## src/rtl/pong_wb_regs.sv

```systemverilog
// Pong Wishbone register block: game control, live status,
// and maskable score / game-over interrupts for firmware.
module pong_wb_regs #(
  parameter logic [31:0] BASE_ADDR   = 32'h3000_0000,
  parameter logic [31:0] ID_VALUE    = 32'h504F_4E47,
  parameter logic [2:0]  SPEED_RESET = 3'd2
) (
  input  logic        wb_clk_i,
  input  logic        wb_rst_i,
  input  logic        wbs_cyc_i,
  input  logic        wbs_stb_i,
  input  logic        wbs_we_i,
  input  logic [3:0]  wbs_sel_i,
  input  logic [31:0] wbs_adr_i,
  input  logic [31:0] wbs_dat_i,
  output logic        wbs_ack_o,
  output logic [31:0] wbs_dat_o,
  input  logic        active,
  input  logic [3:0]  score_p1,
  input  logic [3:0]  score_p2,
  input  logic        game_over,
  output logic        game_enable,
  output logic [2:0]  game_speed,
  output logic        game_rst,
  output logic [2:0]  irq
);

  localparam logic [5:0] OFF_CTRL = 6'h00;
  localparam logic [5:0] OFF_STAT = 6'h01;
  localparam logic [5:0] OFF_IEN  = 6'h02;
  localparam logic [5:0] OFF_IST  = 6'h03;
  localparam logic [5:0] OFF_ID   = 6'h04;

  logic        hit;
  logic        rd_hit;
  logic        wr_hit;
  logic [5:0]  off;
  logic        wr_ctrl;
  logic        wr_ien;
  logic        wr_ist;
  logic [31:0] rd_data;

  logic [2:0]  irq_en;
  logic [2:0]  irq_stat;
  logic [2:0]  ev;
  logic [2:0]  clr;
  logic [3:0]  p1_q;
  logic [3:0]  p2_q;
  logic        go_q;

  logic        unused_ok;

  // A new transfer is taken only when the previous ack has retired.
  assign hit = wbs_cyc_i & wbs_stb_i & active
             & (wbs_adr_i[31:8] == BASE_ADDR[31:8])
             & ~wbs_ack_o;
  assign off     = wbs_adr_i[7:2];
  assign rd_hit  = hit & ~wbs_we_i;
  assign wr_hit  = hit & wbs_we_i;
  assign wr_ctrl = wr_hit & (off == OFF_CTRL);
  assign wr_ien  = wr_hit & (off == OFF_IEN) & wbs_sel_i[0];
  assign wr_ist  = wr_hit & (off == OFF_IST) & wbs_sel_i[0];

  assign ev  = {game_over & ~go_q,
                score_p2 != p2_q,
                score_p1 != p1_q};
  assign clr = wr_ist ? wbs_dat_i[2:0] : 3'b000;

  assign irq = irq_stat & irq_en & {3{active}};

  assign unused_ok = ^{wbs_adr_i[1:0], wbs_dat_i[31:9],
                       wbs_dat_i[7:4], wbs_sel_i[3:2]};

  // Read mux for the selected offset; holes read as zero.
  always_comb begin
    rd_data = '0;
    unique case (1'b1)
      off == OFF_CTRL:
        rd_data = {28'd0, game_speed, game_enable};
      off == OFF_STAT:
        rd_data = {22'd0, active, game_over,
                   score_p2, score_p1};
      off == OFF_IEN:
        rd_data = {29'd0, irq_en};
      off == OFF_IST:
        rd_data = {29'd0, irq_stat};
      off == OFF_ID:
        rd_data = ID_VALUE;
      default:
        rd_data = '0;
    endcase
  end

  // Single-cycle registered ack with read data gated by it.
  always_ff @(posedge wb_clk_i) begin
    if (wb_rst_i) begin
      wbs_ack_o <= 1'b0;
      wbs_dat_o <= '0;
    end else begin
      wbs_ack_o <= hit;
      wbs_dat_o <= rd_hit ? rd_data : '0;
    end
  end

  // Game control register and the soft-reset strobe.
  always_ff @(posedge wb_clk_i) begin
    if (wb_rst_i) begin
      game_enable <= 1'b0;
      game_speed  <= SPEED_RESET;
      game_rst    <= 1'b0;
    end else begin
      game_rst <= wr_ctrl & wbs_sel_i[1] & wbs_dat_i[8];
      if (wr_ctrl & wbs_sel_i[0]) begin
        game_enable <= wbs_dat_i[0];
        game_speed  <= wbs_dat_i[3:1];
      end
    end
  end

  // Event history, sticky status (set beats clear) and enables.
  always_ff @(posedge wb_clk_i) begin
    if (wb_rst_i) begin
      p1_q     <= '0;
      p2_q     <= '0;
      go_q     <= 1'b0;
      irq_en   <= '0;
      irq_stat <= '0;
    end else begin
      p1_q     <= score_p1;
      p2_q     <= score_p2;
      go_q     <= game_over;
      irq_stat <= (irq_stat & ~clr) | ev;
      if (wr_ien) begin
        irq_en <= wbs_dat_i[2:0];
      end
    end
  end

endmodule

```

## config.mk

```make
export PLATFORM = sky130hd
export DESIGN_NAME = pong_wb_regs
export DESIGN_NICKNAME = d
export VERILOG_FILES = /design/src/rtl/pong_wb_regs.sv
export SDC_FILE = /design/constraint.sdc
export NUM_CORES = 1
export LEC_CHECK = 0
export BUFFER_PORTS_ARGS = -buffer_cell sky130_fd_sc_hd__buf_2
export CORE_ASPECT_RATIO = 1.1
export CORE_MARGIN = 2
export CORE_UTILIZATION = 43
export CTS_CLUSTER_SIZE = 8
export DETAILED_ROUTE_END_ITERATION = 8
export GPL_ROUTABILITY_DRIVEN = 0
export PLACE_DENSITY = 0.85
export SYNTH_ARGS = -nofsm -noshare
export SYNTH_HDL_FRONTEND = slang
export SYNTH_SLANG_ARGS = --single-unit
```

## constraint.sdc

```tcl
create_clock -name wb_clk_i -period 4.3 [get_ports wb_clk_i]
set_input_delay 0.215 -clock wb_clk_i [delete_from_list [all_inputs] [get_ports wb_clk_i]]
set_output_delay 0.215 -clock wb_clk_i [all_outputs]
set_load 0.05 [all_outputs]
```

* Yosys cells after proc, flatten, opt, wreduce, memory -nomap -nowiden
Cells that the tools add are included.
Cells by class: equality and inequality tests 7, mux-type cells 2, bitwise gates (word level) 24, reduce and logical (&&, ||, !) cells 2
Operator list (count):
- 31-bit one-hot mux with 5 select lines | 1
- 24-bit by 22-bit equality test with 1-bit output (second input constant) | 1
- 1-bit AND | 15
- 6-bit by 2-bit equality test with 1-bit output (second input constant) | 2
- 3-bit AND | 3
- 4-bit != test | 2
- 6-bit by 1-bit equality test with 1-bit output (second input constant) | 1
- 6-bit by 3-bit equality test with 1-bit output (second input constant) | 1
- 6-bit zero test | 1
- 1-bit inverter | 4
- 3-bit 2-to-1 mux | 1
- 3-bit inverter | 1
- 3-bit bitwise OR | 1
- 2-bit OR reduction | 1
Word-level totals: flip-flop bits (word level) 53, input port bits 83, output and inout bits 41

* Depth between registers and ports, before layout
Gate-level depths: netlist of run 1.
word-level depth 11, depth in mapped cells 5, mapped depth without buffers 4

* Worst setup path after synthesis of run 1
OpenSTA, ideal clock, no wires.
kind flip-flop to flip-flop, from reg wbs_ack_o, to reg wbs_dat_o[3], arrival time 1.743 ns, required time 4.213 ns, setup slack 2.470 ns, stages on the path, launching flop included 6, cells stage by stage dfxtp_1 -> nor4_4 -> nand4_4 -> or4_4 -> buf_6 -> nor4b_4
On the way: longest elaborated chain between the ends 5
Ends and longest elaborated chain:
- from (decl) | line 16 | output logic wbs_ack_o,
- from (signal assigned) | line 100 | wbs_ack_o <= hit;
- 1-bit inverter | line 56 | & ~wbs_ack_o;
- 1-bit AND | line 56
- 1-bit AND | line 58 | assign rd_hit = hit & ~wbs_we_i;
- 1-bit inverter (no line)
- 2-bit OR reduction (no line)
- to (signal assigned) | line 101 | wbs_dat_o <= rd_hit ? rd_data : '0;
- to (decl) | line 17 | output logic [31:0] wbs_dat_o,
No other way between the ends. A chain may end at the register's enable or synchronous reset.

* Final worst setup path of run 1
from in wbs_adr_i[7], to reg wbs_dat_o[4]
On the way: longest elaborated chain between the ends 2, elaborated cells between the ends (all ways) 6, classes of those cells 4 x eq/ne; 1 x mux; 1 x reduce/logical
Ends and longest elaborated chain:
- from (decl) | line 14 | input logic [31:0] wbs_adr_i,
- 6-bit by 3-bit equality test with 1-bit output (tied with other cells) | line 87 | off == OFF_ID:
- 31-bit one-hot mux with 5 select lines * | line 77 | unique case (1'b1)
Mark *: on every way between the ends. The rest lies on a longest branch, timed or not.

==> impl_metrics.json, run 1 <==
{
  "timing.slew.headroom_pct": 45.4,
  "coreArea_mm2": 0.00365,
  "yosys_warnings": 0,
  "clockBufferDepth": 2,
  "yosysUniqueCellTypes": 35,
  "critPathLaunchType": "primary input",
  "skew_ns": 0.00451,
  "setup_viol": 0,
  "final_cell_mix": "buf_2, dfxtp_1, conb_1",
  "io_pins": 124,
  "final_util_pct": 56.8,
  "nets": 319,
  "hp-class": "in2reg",
  "first_pass_iters": 4,
  "fin_total_pwr_uw": 672,
  "die_y_um": 69.0,
  "antenna_found_initial": 0,
  "path_max_fanout": 8,
  "drive_gt1_share_pct": 42.2,
  "start_util_pct": 45.2,
  "dp_hpwl_um": 2770,
  "cts_resized": 0,
  "rows": 23,
  "antenna_cells": 0,
  "die_x_um": 63.1,
  "drt-wirelength-per-cell_um": 12.6,
  "clk_pin_slew_ns": 0.06,
  "vias": 1328,
  "cts-root-buf": "clkbuf_8",
  "ys_ff_latch": 32,
  "htreeDepth": 2,
  "hold_viol_final": 0,
  "drc_errors": 0,
  "rsz0062_at_grt": "false",
  "pwr_density_cell_mw_per_mm2": 324,
  "slew_violations": 0,
  "grtUsageMet1_pct": 19.7,
  "cts_sinks": 32,
  "layout_commonest_cell": "buf_2",
  "grt_max_degree": 29,
  "syn_inst": 165,
  "period_share_pct": 43.9,
  "vdd_ir_drop_max_uv": 224,
  "cts_buffers": 5,
  "cap_violations": 0,
  "cts_setup_buffers": 0,
  "syn_to_final_growth_pct": 25.7,
  "yosysSeqAreaShare_pct": 38.8,
  "drt_iter0_drc": 22,
  "clk_latency_ns": 0.28,
  "critPathArrivalTime_ns": 2.11,
  "crit_type": "in2reg",
  "p_leak_nw": 0.959,
  "grtUsageMet2_pct": 30.0,
  "postRouteAntennaNets": 0,
  "tns_ns": 0,
  "grt-busiest-layer": "met2",
  "period_needed_ns": 1.89,
  "tightest_slew_ns": 0.807,
  "grt_pass1_wl_um": 5920,
  "fmax_mhz": 530,
  "grt_usage_pct": 17.4,
  "grt.met3_usage_pct": 5.06,
  "syn_area_mm2": 0.00165,
  "grt_pass1_vias": 1326,
  "status": "finished clean",
  "avgSynthCellArea_um2": 10.0,
  "overflow": 0,
  "vias_per_cell": 4.63,
  "floorplan.die_area_mm2": 0.00436,
  "wirelength_um": 3610,
  "cp-end-kind": "flop",
  "hold_buffers": 0,
  "port_buffers": 80,
  "cts_tree": "done",
  "required_ns": 4.53
}
==> report_power, final <==
part	total, mW	leakage [nW]	internal (mW)	switching (mW)
Clock	0.277	0.0552	0.172	0.105
Sequential	0.306	0.261	0.303	0.00322
Combinational	0.0897	0.643	0.0350	0.0546
==> sequential cells by signal, indices dropped and copies added (netlist names) <==
name	flops
game_enable	1
p2_q	4
wbs_dat_o	11
go_q	1
wbs_ack_o	1
irq_en	3
irq_stat	3
p1_q	4
game_speed	3
game_rst	1
==> worst max-delay path, cell delays in order <==
cell      delay [ns]
buf_2           0.12
nor4_4          0.50
nor4bb_1        0.35
nor4b_1         0.70
and2_1          0.22
==> worst paths after layout <==
kind	from	endpoint	slack, ns	cells past startpoint
worst min-delay path	game_over	wbs_dat_o[8]$_SDFF_PP0_	0.16	2
worst max-delay path	wbs_adr_i[7]	wbs_dat_o[4]$_SDFF_PP0_	2.41	5
worst min register to register	irq_en[0]$_SDFFE_PP0P_	irq_en[0]$_SDFFE_PP0P_	0.49	2
worst max register to register	wbs_ack_o$_SDFF_PP0_	wbs_dat_o[4]$_SDFF_PP0_	2.59	4
==> cell type report <==
type	count	area [µm²]
repair buffers	80	400
flip-flops and latches	32	641
clock buffers	6	72.6
fillers	343	1580
clock inverters	2	35.0
multi-input cells	113	851
well taps	50	62.6
inverters	4	15.0
==> cell usage after synthesis, drive strengths merged <==
cell type | number | area [µm²]
dfxtp | 32 | 641
buf | 22 | 169
nor2b | 11 | 68.8
nand2b | 10 | 62.6
nor4 | 10 | 144
nor2 | 9 | 33.8
mux2i | 8 | 80.1
xnor2 | 8 | 70.1
a21oi | 6 | 30.0
clkbuf | 5 | 18.8
nand3 | 5 | 25.0
and2 | 4 | 25.0
inv | 4 | 15.0
a22o | 3 | 26.3
a22oi | 3 | 22.5
and3 | 3 | 18.8
mux2 | 3 | 33.8
nand4 | 3 | 33.8
a211oi | 2 | 15.0
nand2 | 2 | 7.51
nor4b | 2 | 32.5
nor4bb | 2 | 20.0
and3b | 1 | 8.76
and4b | 1 | 10.0
conb | 1 | 3.75
nand3b | 1 | 7.51
nor3 | 1 | 5.00
o21bai | 1 | 7.51
or2 | 1 | 6.26
or4 | 1 | 11.3
==> cells by family after synthesis <==
| logic type | count (synthesis) | share of synthesized area (%) |
|---|---|---|
| and+or+nand+nor | 67 | 31.5 |
| DFF | 32 | 38.8 |
| buffers and inverters | 31 | 12.3 |
| AOI/OAI and AO/OA | 15 | 6.13 |
| muxes | 11 | 6.89 |
| xor gates and xnor gates | 8 | 4.24 |
| other | 1 | 0.227 |
==> stage by stage <==
step	cells	hold WS, ns	setup slack, ns	cell area (µm²)
5_1_grt	287	0.154	2.18	2080
3_5_place_dp	279	0.445	2.17	1970
6_report	287	0.155	2.41	2080
4_1_cts	287	0.149	2.40	2080
3_3_place_gp	279	0.438	2.23	1970
2_1_floorplan	176	0.337	2.47	1690
==> layer usage <==
layer | part of all wire (%) | vias to the layer above | wire length (µm)
met5 | 0 | - | 0
met4 | 2.1 | 0 | 76
met3 | 5.7 | 8 | 205
met2 | 51 | 50 | 1860
met1 | 41 | 590 | 1470
li1 | - | 680 | -
Note: power is estimated with default switching activity, not from simulation.
==> run 2: changes to the inputs <==
--- a/config.mk
+++ b/config.mk
@@ -8,11 +8,11 @@
 export BUFFER_PORTS_ARGS = -buffer_cell sky130_fd_sc_hd__buf_2
 export CORE_ASPECT_RATIO = 1.1
 export CORE_MARGIN = 2
-export CORE_UTILIZATION = 43
+export CORE_UTILIZATION = 36
 export CTS_CLUSTER_SIZE = 8
 export DETAILED_ROUTE_END_ITERATION = 8
 export GPL_ROUTABILITY_DRIVEN = 0
-export PLACE_DENSITY = 0.85
+export PLACE_DENSITY = 0.76
 export SYNTH_ARGS = -nofsm -noshare
 export SYNTH_HDL_FRONTEND = slang
 export SYNTH_SLANG_ARGS = --single-unit
==> constraint.sdc (replaced) <==
create_clock -name wb_clk_i -period 1.57 [get_ports wb_clk_i]
set_input_delay 0.0785 -clock wb_clk_i [delete_from_list [all_inputs] [get_ports wb_clk_i]]
set_output_delay 0.0785 -clock wb_clk_i [all_outputs]
set_load 0.05 [all_outputs]
==> impl_metrics.json, run 2 (synthesis results as in run 1) <==
{
  "status": "finished with violations",
  "violations": "setup timing",
  "largest_reg_flops": 11,
  "antenna_found_initial": 0,
  "start_util_pct": 38.0,
  "overflow": 0,
  "reg_top3": "wbs_dat_o: 11 flops, p1_q: 4 flops, p2_q: 4 flops",
  "grt_pass1_vias": 1325,
  "rows": 25,
  "required_ns": 1.78,
  "drc_errors": 0,
  "hold_buffers": 0,
  "skew_ns": 0.00918,
  "slew_violations": 0,
  "place_inst": 292,
  "hold_viol_final": 0,
  "path_max_fanout": 6,
  "multi_input_area_um2": 885,
  "drive_gt1_share_pct": 48.6,
  "crit_type": "reg2reg",
  "nets": 329,
  "cp-end-kind": "flop",
  "critPathLaunchType": "flop",
  "p_leak_nw": 1.01,
  "pwr_density_cell_mw_per_mm2": 797,
  "port_buffers": 80,
  "period_share_pct": 101,
  "drt-wirelength-per-cell_um": 13.2,
  "slowest_delay_ns": 0.55,
  "rsz0062_at_grt": "true",
  "crit_slowest_cell": "or4_4",
  "preCtsSetupSlack_ns": -0.0681,
  "dpl_cell_area_mm2": 0.00205,
  "period_needed_ns": 1.58,
  "die_x_um": 68.6,
  "cap_violations": 0,
  "vias_per_cell": 4.66,
  "path_delay_family": "simple AND/OR/NAND/NOR gates",
  "grt_max_degree": 28,
  "htreeDepth": 2,
  "vdd_ir_drop_max_uv": 380,
  "crit_chain": "nor4_4, nand4_4, or4_4, buf_6, a21oi_2",
  "io_pins": 124,
  "critPathArrivalTime_ns": 1.80,
  "clk_latency_ns": 0.28,
  "grt_usage_pct": 15.7,
  "vias": 1403,
  "coreArea_mm2": 0.00435,
  "cts_tree": "done",
  "first_pass_iters": 4,
  "dp_hpwl_um": 3040,
  "largest-register": "wbs_dat_o",
  "nFillCells": 427,
  "wirelength_um": 3970,
  "critPathBufInv": 1,
  "regArea_um2": 644,
  "layout_commonest_cell": "buf_2",
  "antenna_cells": 0,
  "floorplan.die_area_mm2": 0.00515,
  "syn_to_final_growth_pct": 32.1,
  "cts_buffers": 5,
  "fin_total_pwr_mw": 1.74,
  "setup_viol": 4,
  "clk_pin_slew_ns": 0.07,
  "cts-root-buf": "clkbuf_8",
  "drt_iter0_drc": 32,
  "instances_no_fill": 301,
  "clockBufferDepth": 2,
  "die_y_um": 75.1,
  "fmax_mhz": 632,
  "cts_sinks": 32,
  "final_cell_mix": "buf_2, dfxtp_1, conb_1",
  "stdcell_area_mm2": 0.00218,
  "hp-class": "in2reg",
  "fin_ws_ns": -0.0121,
  "grt_pass1_wl_um": 5800,
  "postRouteAntennaNets": 0
}
-- run 2: cell types whose count changed in the layout (fill, tap and decap cells not counted), sizes merged --
| cell | delta |
|---|---|
| bufinv | -1 |
| clkinv | +1 |
| buf | +10 |
-- run 2: layer usage --
metal / share of wire [%] / GRT usage [%] / up-vias
li1: - / - / 697
met1: 37 / 16.6 / 651
met2: 56 / 29.0 / 53
met3: 5.8 / 2.69 / 2
met4: 0.68 / 8.67 / 0
met5: 0 / 0 / -
-- run 2: where the power goes --
group / switching, mW / leakage, nW / internal (mW)
logic: 0.154 / 0.694 / 0.100
clock network: 0.300 / 0.0510 / 0.349
registers: 0.00829 / 0.262 / 0.828
total: 0.462 / 1.01 / 1.28
-- run 2: cell type report --
| cell class | count | share of cell area, % |
|---|---|---|
| clock buffers | 6 | 3.78 |
| clock inverters | 2 | 0.458 |
| inverters | 4 | 0.688 |
| multi-input cells | 113 | 40.5 |
| flip-flops and latches | 32 | 29.5 |
| well taps | 54 | 3.09 |
| repair buffers | 90 | 21.9 |
-- run 2: per-stage QoR --
stage               utilization, %  hold WS (ns)  setup TNS (ns)
finish                        50.2        0.0303         -0.0232
global route                  50.2        0.0332          -0.983
CTS                           50.0        0.0197        -0.00959
detailed placement            47.1         0.320          -0.373
global placement              47.1         0.302          -0.258
floorplan                        -         0.200          -0.122
-- run 2: repair_timing --
action                     in CTS  in global routing
setup endpoints to repair      11                 20
setup buffers                   1                  0
resized for setup               7                  2
pin swaps                       1                  3
-- run 2: final timing paths --
path,from,end,slack [ns],cells after the start
setup / recovery,wbs_ack_o$_SDFF_PP0_,wbs_dat_o[0]$_SDFF_PP0_,-0.01,5
setup reg to reg,wbs_ack_o$_SDFF_PP0_,wbs_dat_o[0]$_SDFF_PP0_,-0.01,5
hold / removal,score_p2[0],wbs_dat_o[4]$_SDFF_PP0_,0.03,2
hold reg to reg,irq_en[1]$_SDFFE_PP0P_,irq_en[1]$_SDFFE_PP0P_,0.50,2
==> run 3: changes to the inputs <==
--- a/config.mk
+++ b/config.mk
@@ -13,6 +13,7 @@
 export DETAILED_ROUTE_END_ITERATION = 8
 export GPL_ROUTABILITY_DRIVEN = 0
 export PLACE_DENSITY = 0.76
+export SKIP_LAST_GASP = 1
 export SYNTH_ARGS = -nofsm -noshare
 export SYNTH_HDL_FRONTEND = slang
 export SYNTH_SLANG_ARGS = --single-unit
==> impl_metrics.json, run 3 (synthesis results as in run 1) <==
{
  "critPathLaunchType": "flop",
  "slowest_delay_ns": 0.55,
  "antenna_cells": 0,
  "p_leak_nw": 1.01,
  "reg_top3": "wbs_dat_o: 11 flops, p1_q: 4 flops, p2_q: 4 flops",
  "hold_viol_final": 0,
  "required_ns": 1.78,
  "cp-end-kind": "flop",
  "cts_tree": "done",
  "grt_usage_pct": 15.6,
  "fin_total_pwr_mw": 1.74,
  "largest_reg_flops": 11,
  "min_delay_path_depth": 2,
  "cap_violations": 0,
  "critPathArrivalTime_ns": 1.80,
  "grt_pass1_vias": 1321,
  "vias_per_cell": 4.68,
  "dp_hpwl_um": 3040,
  "largest-register": "wbs_dat_o",
  "fin_ws_ns": -0.0193,
  "final_cell_mix": "buf_2, dfxtp_1, conb_1",
  "tns_ns": -0.0415,
  "critPathBufInv": 1,
  "coreArea_mm2": 0.00435,
  "cts_buffers": 5,
  "start_util_pct": 38.0,
  "skew_ns": 0.00854,
  "hp-class": "in2reg",
  "path_delay_family": "simple AND/OR/NAND/NOR gates",
  "floorplan.die_area_mm2": 0.00515,
  "clk_latency_ns": 0.28,
  "drive_gt1_share_pct": 48.6,
  "pwr_density_cell_mw_per_mm2": 794,
  "io_pins": 124,
  "crit_type": "reg2reg",
  "status": "finished with violations",
  "path_max_fanout": 6,
  "grt_pass1_wl_um": 5760,
  "clockBufferDepth": 2,
  "clk_pin_slew_ns": 0.07,
  "period_needed_ns": 1.59,
  "crit_chain": "nor4_4, nand4_4, or4_4, buf_6, a21oi_2",
  "die_y_um": 75.1,
  "slew_violations": 0,
  "grt_max_degree": 28,
  "holdPathEnd": "wbs_dat_o[4]$_SDFF_PP0_",
  "port_buffers": 80,
  "layout_commonest_cell": "buf_2",
  "cts-root-buf": "clkbuf_8",
  "violations": "setup timing",
  "cts_sinks": 32,
  "vdd_ir_drop_max_uv": 380,
  "fmax_mhz": 629,
  "htreeDepth": 2,
  "postRouteAntennaNets": 0,
  "drc_errors": 0,
  "overflow": 0,
  "setup_viol": 5,
  "drt-wirelength-per-cell_um": 13.2,
  "r2r-start": "wbs_ack_o$_SDFF_PP0_",
  "rrSetupSlack_ns": -0.02,
  "rsz0062_at_grt": "true",
  "drt_iter0_drc": 23,
  "antenna_found_initial": 0,
  "period_share_pct": 101,
  "first_pass_iters": 4,
  "reg2regPathDepth": 5,
  "rows": 25,
  "wirelength_um": 3960,
  "crit_slowest_cell": "or4_4",
  "min_from": "score_p2[0]",
  "die_x_um": 68.6,
  "regToRegEndpoint": "wbs_dat_o[0]$_SDFF_PP0_",
  "vias": 1410,
  "nets": 329,
  "syn_to_final_growth_pct": 32.3
}
## run 3: cell counts in the layout (fill, tap and decap cells not counted)
Identical to the previous run, type by type.
## run 3: layout make-up
type / instances / area [µm²]
clock buffers: 6 / 82.6
clock inverters: 2 / 10.0
fillers: 425 / 2160
inverters: 4 / 15.0
multi-input cells: 113 / 885
flip-flops and latches: 32 / 644
well taps: 54 / 67.6
repair buffers: 90 / 483
## run 3: how the worst max path moves through the flow
| stage | startpoint | end | cells past startpoint |
|---|---|---|---|
| 4_1_cts | wbs_ack_o$_SDFF_PP0_ | irq_stat[0]$_SDFF_PP0_ | 6 |
| 5_1_grt | wbs_ack_o$_SDFF_PP0_ | wbs_dat_o[1]$_SDFF_PP0_ | 5 |
| 3_5_place_dp | wbs_adr_i[9] | wbs_dat_o[6]$_SDFF_PP0_ | 6 |
| 3_3_place_gp | wbs_adr_i[17] | wbs_dat_o[9]$_SDFF_PP0_ | 6 |
| 2_1_floorplan | wbs_ack_o$_SDFF_PP0_ | wbs_dat_o[3]$_SDFF_PP0_ | 5 |
| 6_report | wbs_ack_o$_SDFF_PP0_ | wbs_dat_o[0]$_SDFF_PP0_ | 5 |
## run 3: per-stage QoR
stage | instance area (µm²) | instances | util, % | setup WS (ns) | hold slack [ns]
after global routing | 2190 | 301 | 50.3 | -0.0864 | 0.0332
final | 2190 | 301 | 50.3 | -0.0193 | 0.0307
after floorplan | 1700 | 176 | - | -0.122 | 0.200
after detailed placement | 2050 | 292 | 47.1 | -0.0681 | 0.320
after CTS | 2160 | 301 | 49.8 | -0.0270 | 0.0197
after global placement | 2050 | 292 | 47.1 | -0.0486 | 0.302
## run 3: worst register-to-register path, delay by kind of cell (launching register included)
family          cells  cell delay, ns
compound gates      1            0.10
flops               1            0.35
buf+inv             1            0.16
simple gates        3            0.91
## run 3: timing repair
action | 4_1_cts | 5_1_grt
hold buffers | 0 | 0
endpoints found under the setup margin | 11 | 20
hold endpoints to repair | 0 | 0
resized for setup | 5 | 5
gates cloned | 0 | 0
buffers inserted | 1 | 0
pin swaps | 1 | 5
## run 3: where the power goes
part           total, mW  internal (mW)  switching (mW)
clock network      0.647          0.349           0.298
logic              0.254          0.100           0.154
registers          0.836          0.828         0.00827
total               1.74           1.28           0.460
## run 3: routing by layer
layer,GRT usage (%),share of wire [%],up-vias
li1,-,-,697
met1,16.4,36,664
met2,28.8,57,47
met3,2.69,5.7,2
met4,8.67,0.68,0
met5,0,0,-
